`config.mk`:
```
export PLATFORM = sky130hd
export DESIGN_NAME = instr_fetch_unit
export DESIGN_NICKNAME = d
export VERILOG_FILES = /design/src/rtl/simd_pkg.sv /design/src/rtl/pc_counter.sv /design/src/rtl/instr_fetch_unit.sv
export SDC_FILE = /design/constraint.sdc
export NUM_CORES = 1
export LEC_CHECK = 0
export ABC_CLOCK_PERIOD_IN_PS = 3000
export CAP_MARGIN = 20
export CORE_UTILIZATION = 44
export CTS_BUF_LIST = sky130_fd_sc_hd__clkbuf_8
export CTS_CLUSTER_DIAMETER = 200
export DETAILED_ROUTE_END_ITERATION = 16
export PLACE_DENSITY = 0.84
export SYNTH_ARGS = -nofsm -noshare
export SYNTH_HDL_FRONTEND = slang
export SYNTH_HIERARCHICAL = 1
export SYNTH_SLANG_ARGS = --single-unit
```
`constraint.sdc`:
```
create_clock -name CLK -period 3 [get_ports CLK]
set_input_delay 0.3 -clock CLK [delete_from_list [all_inputs] [get_ports CLK]]
set_output_delay 0.3 -clock CLK [all_outputs]
set_load 0.05 [all_outputs]
```
`src/rtl/simd_pkg.sv`:
```
// Shared types and sizes for the SIMD processor front end.
package simd_pkg;

  localparam int INSTR_W    = 32;
  localparam int IMEM_DEPTH = 256;

  typedef logic [INSTR_W-1:0] instr_t;

endpackage : simd_pkg

```
`src/rtl/pc_counter.sv`:
```
// Modulo-N up-counter with synchronous active-high reset and count enable.
module pc_counter #(
  parameter int N = 256,
  parameter int W = (N > 1) ? $clog2(N) : 1
) (
  input  logic         CLK,
  input  logic         RST,
  input  logic         EN,
  output logic [W-1:0] CNT
);

  localparam logic [W-1:0] CNT_MAX = W'(N - 1);

  logic [W-1:0] cnt_q;
  logic [W-1:0] cnt_next;

  // Explicit terminal compare keeps the wrap correct even if N is ever non-power-of-two.
  always_comb begin
    cnt_next = cnt_q;
    if (EN) begin
      if (cnt_q == CNT_MAX) cnt_next = '0;
      else                  cnt_next = cnt_q + W'(1);
    end
  end

  always_ff @(posedge CLK) begin
    if (RST) cnt_q <= '0;
    else     cnt_q <= cnt_next;
  end

  assign CNT = cnt_q;

endmodule : pc_counter

```
`src/rtl/instr_fetch_unit.sv`:
```
// Fetch stage: owns the PC (fetch address) and the fetched-instruction holding register.
module instr_fetch_unit
  import simd_pkg::*;
#(
  parameter int N = IMEM_DEPTH
) (
  input  logic                 CLK,
  input  logic                 RSTN,
  input  logic                 PC_INCR,
  input  logic                 INSTR_DONE,
  input  logic [INSTR_W-1:0]   INSTR_AXI,
  output logic [$clog2(N)-1:0] PC_AXI,
  output logic [INSTR_W-1:0]   INSTR
);

  localparam int PC_W = $clog2(N);

  instr_t           instr_q;
  logic [PC_W-1:0]  pc_q;

  // RSTN is active-high despite its name; the name is kept for existing callers.
  pc_counter #(
    .N (N),
    .W (PC_W)
  ) u_pc_counter (
    .CLK (CLK),
    .RST (RSTN),
    .EN  (PC_INCR),
    .CNT (pc_q)
  );

  always_ff @(posedge CLK) begin
    if (RSTN)            instr_q <= '0;
    else if (INSTR_DONE) instr_q <= INSTR_AXI;
  end

  assign PC_AXI = pc_q;
  assign INSTR  = instr_q;

endmodule : instr_fetch_unit

```
Word level (Yosys, flattened, before mapping). Cells that the tools add are included.

Flip-flop bits (word level): 40. Input bits: 36. Output and inout bits: 40. Word-level logic and storage cells: 5.

Add/subtract/negate cells: 1. Muxes and demuxes: 1. Eq/ne operators: 1.

Operators with widths (count): $add A8 B1 Y8 const B (1); $eq A8 B8 Y1 const B (1); $mux W8 (1).

Longest topological paths before layout. Gate-level depths: netlist of the first run.

Depth in word-level cells: 2. Depth in mapped cells: 4. Gate-level depth less buffers: 4.

Modules after synthesis. The synthesis of the first run kept the hierarchy.

By module, submodules not included: instr_fetch_unit (cells each 103, sequential area each 640.6 µm², area an instance 1163.6 µm², instances 1); pc_counter (cells each 40, sequential area each 160.2 µm², area an instance 356.6 µm², instances 1).

Worst setup path before layout of the first run. OpenSTA, ideal clock, no wires.

Kind: register to register. Start point: reg u_pc_counter.cnt_q[2], in the netlist u_pc_counter/CNT[2]. End point: reg u_pc_counter.cnt_q[7], in the netlist u_pc_counter/CNT[7]. Setup time: 0.070 ns. Slack: 1.345 ns. Arrival: 1.585 ns. Cell stages (with the launch flop): 4. Required time: 2.930 ns. Path buffers: 0. Clock period less this slack: 1.655 ns. Cells stage by stage: dfxtp_1 nand4_2 or4_1 a21oi_1.

Longest elaborated chain between the ends: 2. Elaborated cells between the ends (all ways): 3. Classes of those cells: 1 x add/sub; 1 x eq/ne; 1 x mux.

Ends and longest elaborated chain: start: declaration (RTL line pc_counter.sv:14) `logic [W-1:0] cnt_q;`; start signal: assignment (RTL line pc_counter.sv:28) `else cnt_q <= cnt_next;`; $add A8 B1 Y8 or $eq A8 B8 Y1 (tied branches) (RTL line pc_counter.sv:22, pc_counter.sv:21); $mux W8 * (RTL line pc_counter.sv:21) `if (cnt_q == CNT_MAX) cnt_next = '0;`.

Every way passes the cells marked *; elsewhere a longest branch is shown, timed or not. A chain may end at the register's enable or synchronous reset.

Worst setup path after layout of the first run.
Start point: reg u_pc_counter.cnt_q[0], in the netlist u_pc_counter/CNT[0]. End point: out PC_AXI[0].

RTL lines: end: declaration (RTL line instr_fetch_unit.sv:12) `output logic [$clog2(N)-1:0] PC_AXI,`.

No word-level cell between the ends.

==> summary.log, run 1 <==
INFO  run_status     run_status=finished clean
INFO  sta            final.min_clock_period=1.896ns
INFO  setup_path     worst_path_fanout_max=6
INFO  setup_path     worst-path-buf-inv=1
INFO  layout         antennaDiodeCount=0
INFO  sta            final.period_utilization=0.6321
INFO  sta            pin_slew_with_the_least_headroom_to_its_limit=0.9057ns
INFO  layout         area.sequential=800.8squm
INFO  hold_path      min_to=INSTR[19]
INFO  clock_network  cts_tree=done
INFO  die            pin_count=76
INFO  setup_path     worst-endpoint-arrival=1.60ns
INFO  place          detailed_place.area=2238squm
INFO  setup_path     critical-path-max-stage-delay=0.85ns
INFO  die            core_area=3153squm
INFO  place          dp.final_hpwl=2700um
INFO  hold_path      holdCritStartpoint=INSTR[19]
INFO  layout         mostFrequentLayoutCells=sky130_fd_sc_hd__clkdlybuf4s50_1 (74), sky130_fd_sc_hd__dfxtp_1 (40), sky130_fd_sc_hd__nor2_1 (37)
INFO  yosys          post_synth.cell_area_avg=10.63squm
INFO  hold_path      hold_path_class=register to register
INFO  yosys          yosysSeqAreaShare=0.5267
INFO  yosys          synth-compound-area-share=0.02963
INFO  setup_path     setup.worst_path.end_class=output port
INFO  clock_network  cts_buffer_depth=2
INFO  route          routed_wire_length_per_instance=14.13um
INFO  route          drt-initial-drc-count=60
INFO  power          total_leakage_power=0.9916nW
INFO  yosys          largest_family_of_logic_cells_by_synthesized_area=multiplexers
INFO  yosys          synthSimpleGateAreaFrac=0.1333
INFO  die            fp-row-count=20
INFO  yosys          cell_accounting_for_the_most_synthesized_area=sky130_fd_sc_hd__dfxtp_1
INFO  global_routing grt_usage=0.2141
INFO  route          dr.pass1.iters=4
INFO  clock_network  cts.root.buffer_cell=sky130_fd_sc_hd__clkbuf_8
INFO  yosys          syn_nets=180
INFO  route          route.antenna.remaining_nets=0
INFO  setup_path     reg2reg_to=u_pc_counter/CNT[3]
INFO  yosys          yosysUniqueCellTypes=19
INFO  setup_path     crit_chain=clkdlybuf4s50_1
INFO  setup_path     crit_family=buffers and inverters
INFO  clock_network  htree_levels=2
INFO  place          port_buffers=75
INFO  power          pwr_density_cell=556.3nW/um^2
INFO  yosys          post_synthesis_cells=143
INFO  route          totalWireLength=3715um
INFO  yosys          synth_top_area_share=0.5267
INFO  sta            setup_viol_count_final=0
INFO  layout         multiInputGateArea=625.6squm
INFO  sta            maximum_operating_frequency=527.4MHz
INFO  layout         layout.cells.most_common=sky130_fd_sc_hd__clkdlybuf4s50_1
INFO  setup_path     critical_path.startpoint_type=register
INFO  setup_path     slowest_stage=sky130_fd_sc_hd__clkdlybuf4s50_1
INFO  clock_network  tritoncts_num_sinks=40
INFO  sta            maxSlewViolCount=0
INFO  yosys          post_synthesis_sequential_element_count=40
INFO  layout         flow.area_growth_from_synthesis=55.56%
INFO  clock_network  clk-insertion-delay-late=0.29ns
INFO  clock_network  cts_hold_repair.buffers=0
INFO  yosys          muxShareOfSynthArea=0.2173
INFO  yosys          synthesis.area=1520squm
INFO  route          vias=1299
INFO  setup_path     worst-endpoint-required=2.70ns
INFO  sta            worst_slack=1.104ns
INFO  layout         fillers=233
INFO  setup_path     critPathKind=register to output port
INFO  place          weighted_congestion_at_the_end_of_routability_driven_global_placement=0.7398
INFO  power          vdd_ir_drop_max=0.3781mV
INFO  place          dpl_worst_slack=1.109ns
INFO  setup_path     reg2reg_from=u_pc_counter/CNT[0]
INFO  yosys          synth_xor_area_frac=0.02305
INFO  clock_network  cts.repair.resized=0
INFO  yosys          post_synth_fa_ha_maj_area_fraction=0.008230
INFO  route          vias_per_cell=4.939
INFO  global_routing grt_max_degree=33
INFO  layout         finalNetCount=255
INFO  clock_network  cts_buffers=5
INFO  yosys          ys.warnings.count=6
INFO  global_routing antenna_found_initial=0
INFO  sta            report.final.hold_viol_count=0
INFO  hold_path      hold_path_stages=2
INFO  clock_network  cts_post_setup_buffers_inserted=0
INFO  global_routing first_global_vias=1223
INFO  global_routing grt_remaining_overflow=0
INFO  sta            grt_setup_unrepaired=no
INFO  route          total_drc_errors_in_the_routed_layout=0
INFO  die            die_height=60.78um
INFO  setup_path     worst-r2r-setup-slack=1.44ns
INFO  clock_network  cts.reportedPaths.clkPinSlew=0.08ns
INFO  yosys          synth.area.top_cells=sky130_fd_sc_hd__dfxtp_1 (53%), sky130_fd_sc_hd__mux2i_1 (22%), sky130_fd_sc_hd__nor2_1 (9.1%), sky130_fd_sc_hd__buf_12 (4.0%), sky130_fd_sc_hd__xor2_1 (1.7%)
INFO  sta            finalClockSkew=0.002677ns
INFO  sta            totalNegativeSetupSlack=0ns
INFO  layout         finalInstanceArea=2365squm
INFO  die            start_util=0.4821
INFO  sta            timing.slew.headroom=0.3962
INFO  die            die_area=3694squm
INFO  die            chipWidth=60.78um
INFO  setup_path     worst_r2r_path_depth=4
INFO  layout         final_layout_size_suffix_gt1_frac=0.05023
INFO  global_routing grt_first_pass_wirelength=5561um
INFO  flow_run       max-cap-violations=0
INFO  sta            final.hold.worst_slack=0.4904ns
-- cells in the mapped netlist, drive strengths merged --
master and instances:
a21oi 4, buf 5, clkbuf 3, dfxtp 40, ha 1, inv 1
mux2i 33, nand2 5, nand4 3, nor2 37, o21ai 2, o31ai 2
or3 2, or4 1, xnor2 1, xor2 3
-- cell families (layout without fill, tap and decap cells) --
| logic type | after synthesis | in the layout |
|---|---|---|
| and+or+nand+nor | 48 | 48 |
| DFF | 40 | 40 |
| muxes | 33 | 33 |
| buffers and inverters | 9 | 85 |
| AOI/OAI and AO/OA | 8 | 8 |
| xor gates and xnor gates | 4 | 4 |
| adders and majority gates | 1 | 1 |
-- through the flow --
step / cells / utilization / total power, mW
after floorplan: 143 / - / 0.7537
after global placement: 255 / 0.7099 / 0.8506
after detailed placement: 255 / 0.7099 / 0.8584
after CTS: 263 / 0.7500 / 1.326
after global routing: 263 / 0.7500 / 1.361
final: 263 / 0.7500 / 1.316
-- power by group --
part / total (mW) / switching [mW] / internal [mW]
clock network: 0.470 / 0.176 / 0.293
registers: 0.577 / 0.0173 / 0.559
logic: 0.270 / 0.155 / 0.115
total: 1.32 / 0.349 / 0.967
-- how the worst max path moves through the flow --
stage | end | slack [ns] | from | cells past startpoint
after floorplan | u_pc_counter/CNT[7] | 1.35 | u_pc_counter/CNT[2] | 3
after global placement | u_pc_counter/CNT[7] | 1.18 | PC_INCR | 4
after detailed placement | u_pc_counter/CNT[7] | 1.11 | PC_INCR | 4
after CTS | PC_AXI[0] | 1.10 | u_pc_counter/CNT[0] | 1
after global routing | PC_AXI[2] | 1.07 | u_pc_counter/CNT[2] | 1
final | PC_AXI[0] | 1.10 | u_pc_counter/CNT[0] | 1
-- per-layer routing --
metal / global-route usage / share of wire / vias to the layer above
li1: - / - / 628
met1: 0.2230 / 0.40 / 594
met2: 0.3878 / 0.50 / 65
met3: 0.05330 / 0.076 / 12
met4: 0.1266 / 0.026 / 0
met5: 0 / 0 / -
-- sequential cells by signal, summed over array words and instances (netlist names) --
signal	count
INSTR	32
u_pc_counter/CNT	8
-- final cells by class --
| cell class | instances | share of cell area |
|---|---|---|
| clock inverters | 1 | 0.01270 |
| clock buffers | 7 | 0.04074 |
| repair buffers | 76 | 0.3185 |
| flip-flops and latches | 40 | 0.3386 |
| inverters | 1 | 0.001587 |
| well taps | 44 | 0.02328 |
| multi-input cells | 94 | 0.2646 |
Note: power is estimated with default switching activity, not from simulation.
==> inputs of run 2 (changes only) <==
--- a/config.mk
+++ b/config.mk
@@ -5,13 +5,13 @@
 export SDC_FILE = /design/constraint.sdc
 export NUM_CORES = 1
 export LEC_CHECK = 0
-export ABC_CLOCK_PERIOD_IN_PS = 3000
+export ABC_CLOCK_PERIOD_IN_PS = 1600
 export CAP_MARGIN = 20
-export CORE_UTILIZATION = 44
+export CORE_UTILIZATION = 37
 export CTS_BUF_LIST = sky130_fd_sc_hd__clkbuf_8
 export CTS_CLUSTER_DIAMETER = 200
 export DETAILED_ROUTE_END_ITERATION = 16
-export PLACE_DENSITY = 0.84
+export PLACE_DENSITY = 0.75
 export SYNTH_ARGS = -nofsm -noshare
 export SYNTH_HDL_FRONTEND = slang
 export SYNTH_HIERARCHICAL = 1
==> constraint.sdc (replaced) <==
create_clock -name CLK -period 1.6 [get_ports CLK]
set_input_delay 0.16 -clock CLK [delete_from_list [all_inputs] [get_ports CLK]]
set_output_delay 0.16 -clock CLK [all_outputs]
set_load 0.05 [all_outputs]
==> summary.log, run 2 (synthesized netlist as in run 1, its figures left out) <==
INFO  run_status     run_status=finished clean [unchanged]
INFO  clock_network  cts_post_setup_buffers_inserted=0 [unchanged]
INFO  die            die_area=4369squm [was 3694 sq um]
INFO  power          power.switching=637.5uW [was 348.5 uW]
INFO  setup_path     worst-path-buf-inv=0 [was 1]
INFO  setup_path     crit_family=flip-flops [was buffers and inverters]
INFO  route          routed_wire_length_per_instance=13.42um [was 14.13 um]
INFO  route          route.antenna.remaining_nets=0 [unchanged]
INFO  setup_path     slowest_stage=sky130_fd_sc_hd__dfxtp_2 [was sky130_fd_sc_hd__clkdlybuf4s50_1]
INFO  die            start_util=0.4002 [was 0.4821]
INFO  sta            report.final.hold_viol_count=0 [unchanged]
INFO  sta            pin_slew_with_the_least_headroom_to_its_limit=0.3626ns [was 0.9057 ns]
INFO  setup_path     setup.worst_path.end_class=register [was output port]
INFO  setup_path     critPathKind=register to register [was register to output port]
INFO  die            fp-row-count=22 [was 20]
INFO  sta            grt_setup_unrepaired=no [unchanged]
INFO  layout         final_core_util=0.6005 [was 0.7500]
INFO  sta            final.min_clock_period=1.322ns
INFO  setup_path     worst-endpoint-arrival=1.48ns [was 1.60 ns]
INFO  clock_network  cts_tree=done [unchanged]
INFO  die            chipWidth=66.10um [was 60.78 um]
INFO  power          total_leakage_power=1.075nW [was 0.9916 nW]
INFO  flow_run       max-cap-violations=0 [unchanged]
INFO  hold_path      holdCritStartpoint=INSTR_DONE [was INSTR[19]]
INFO  clock_network  cts_buffers=5 [unchanged]
INFO  setup_path     worst-endpoint-required=1.76ns [was 2.70 ns]
INFO  global_routing first_global_vias=1349 [was 1223]
INFO  layout         fillers=342 [was 233]
INFO  sta            finalClockSkew=0.004199ns [was 0.002677 ns]
INFO  route          total_drc_errors_in_the_routed_layout=0 [unchanged]
INFO  setup_path     worst-r2r-setup-slack=0.28ns [was 1.44 ns]
INFO  place          weighted_congestion_at_the_end_of_routability_driven_global_placement=0.7693 [was 0.7398]
INFO  place          placedCellCount=263 [was 255]
INFO  clock_network  cts_hold_repair.buffers=0 [unchanged]
INFO  power          seqPwrFrac=0.486 [was 0.438]
INFO  power          power_frac_comb=0.222 [was 0.205]
INFO  hold_path      hold_path_class=primary input to register [was register to register]
INFO  global_routing grt_usage=0.1768 [was 0.2141]
INFO  die            pin_count=76 [unchanged]
INFO  sta            timing.slew.headroom=0.7562 [was 0.3962]
INFO  sta            setup_viol_count_final=0 [unchanged]
INFO  sta            maxSlewViolCount=0 [unchanged]
INFO  layout         layout.cells.most_common=sky130_fd_sc_hd__buf_4 [was sky130_fd_sc_hd__clkdlybuf4s50_1]
INFO  hold_path      min_to=INSTR[12] [was INSTR[19]]
INFO  setup_path     critical-path-max-stage-delay=0.39ns [was 0.85 ns]
INFO  die            core_area=3799squm [was 3153 sq um]
INFO  clock_network  tritoncts_num_sinks=40 [unchanged]
INFO  route          vias=1293 [was 1299]
INFO  global_routing grt_max_degree=33 [unchanged]
INFO  place          port_buffers=75 [unchanged]
INFO  layout         max_ffs_per_register=32 [unchanged]
INFO  die            die_height=66.10um [was 60.78 um]
INFO  setup_path     crit_chain=ha_1, nand2_1, o31ai_1, nor2_1 [was clkdlybuf4s50_1]
INFO  route          vias_per_cell=4.771 [was 4.939]
INFO  setup_path     reg2reg_to=u_pc_counter/CNT[0] [was u_pc_counter/CNT[3]]
INFO  layout         flow.area_growth_from_synthesis=50.04% [was 55.56%]
INFO  clock_network  cts.reportedPaths.clkPinSlew=0.07ns [was 0.08 ns]
INFO  clock_network  cts.repair.resized=0 [unchanged]
INFO  route          dr.pass1.iters=4 [unchanged]
INFO  power          clockPowerShare=0.292 [was 0.357]
INFO  clock_network  htree_levels=2 [unchanged]
INFO  global_routing grt_first_pass_wirelength=5789um [was 5561 um]
INFO  setup_path     reg2reg_from=u_pc_counter/CNT[0] [unchanged]
INFO  layout         final_layout_size_suffix_gt1_frac=0.2556 [was 0.05023]
INFO  global_routing grt_remaining_overflow=0 [unchanged]
INFO  global_routing antenna_found_initial=0 [unchanged]
INFO  clock_network  cts.root.buffer_cell=sky130_fd_sc_hd__clkbuf_8 [unchanged]
INFO  power          pwr_density_cell=977.4nW/um^2 [was 556.3 nW/um^2]
INFO  sta            maximum_operating_frequency=756.6MHz
INFO  route          drt-initial-drc-count=24 [was 60]
INFO  clock_network  cts_buffer_depth=2 [unchanged]
INFO  power          internal_power_component=1.592mW [was 967.1 uW]
INFO  setup_path     worst_path_fanout_max=6 [unchanged]
INFO  layout         mostFrequentLayoutCells=sky130_fd_sc_hd__buf_4 (44), sky130_fd_sc_hd__nor2_1 (37), sky130_fd_sc_hd__dfxtp_1 (36) [was sky130_fd_sc_hd__clkdlybuf4s50_1 (74), sky130_fd_sc_hd__dfxtp_1 (40), sky130_fd_sc_hd__nor2_1 (37)]
INFO  place          dp.final_hpwl=2781um [was 2700 um]
INFO  route          totalWireLength=3637um [was 3715 um]
INFO  layout         layoutNonFillerInstCount=271 [was 263]
INFO  clock_network  clk-insertion-delay-late=0.28ns [was 0.29 ns]
INFO  layout         finalNetCount=259 [was 255]
INFO  setup_path     worst_r2r_path_depth=4 [unchanged]
INFO  sta            final.period_utilization=0.8260
INFO  power          power_switching_share=0.2859 [was 0.2649]
INFO  hold_path      hold_path_stages=4 [was 2]
INFO  sta            totalNegativeSetupSlack=0ns [unchanged]
INFO  setup_path     critical_path.startpoint_type=register [unchanged]
INFO  layout         antennaDiodeCount=0 [unchanged]
INFO  power          vdd_ir_drop_max=0.5458mV [was 0.3781 mV]
==> run 2: worst max path at each step <==
| stage | start | end | slack [ns] | cells past startpoint |
|---|---|---|---|---|
| 2_1_floorplan | u_pc_counter/CNT[4] | u_pc_counter/CNT[7] | 0.02 | 3 |
| 3_3_place_gp | PC_INCR | u_pc_counter/CNT[3] | 0.14 | 5 |
| 3_5_place_dp | PC_INCR | u_pc_counter/CNT[0] | 0.07 | 5 |
| 4_1_cts | u_pc_counter/CNT[0] | u_pc_counter/CNT[0] | 0.27 | 4 |
| 5_1_grt | u_pc_counter/CNT[0] | u_pc_counter/CNT[0] | 0.17 | 4 |
| 6_report | u_pc_counter/CNT[0] | u_pc_counter/CNT[0] | 0.28 | 4 |
==> run 2: worst reg2reg max path, delay by kind of cell (launching register included) <==
kind,cells,cell delay (ns)
AOI/OAI and AO/OA,1,0.37
and+or+nand+nor,2,0.21
DFF,1,0.39
adders and majority gates,1,0.24
==> run 2: power groups by stage <==
stage                     registers, mW  clock network [mW]  logic [mW]
after floorplan                    1.29                   0       0.128
after global placement             1.10                   0       0.488
after detailed placement           1.11                   0       0.499
after CTS                          1.08               0.680       0.500
after global routing               1.09               0.726       0.524
final                              1.08               0.651       0.495
==> run 2: layer usage <==
metal,GRT usage,wire length (um)
met1,0.1825,1441
met2,0.3253,1849
met3,0.05690,281
met4,0.07181,65
met5,0,0
==> run 2: area by class of cell <==
class                      count  area, sq um  area share
timing repair buffer          80        695.7      0.3050
tap                           48        60.06     0.02633
clock buffer                   6        82.58     0.03620
inverter                       1        3.754    0.001646
clock inverter                 2        7.507    0.003291
sequential                    40        805.8      0.3533
multi-input combinational     94        625.6      0.2743
==> run 2: metrics by stage <==
stage	hold WS, ns	total power [mW]	worst slack (ns)	cell area, sq um
detailed placement	0.4807	1.605	0.07363	2191
global route	0.4377	2.340	0.1695	2281
finish	0.4311	2.229	0.2784	2281
floorplan	0.2250	1.415	0.01589	1525
CTS	0.4224	2.264	0.2684	2281
global placement	0.4751	1.590	0.1385	2191
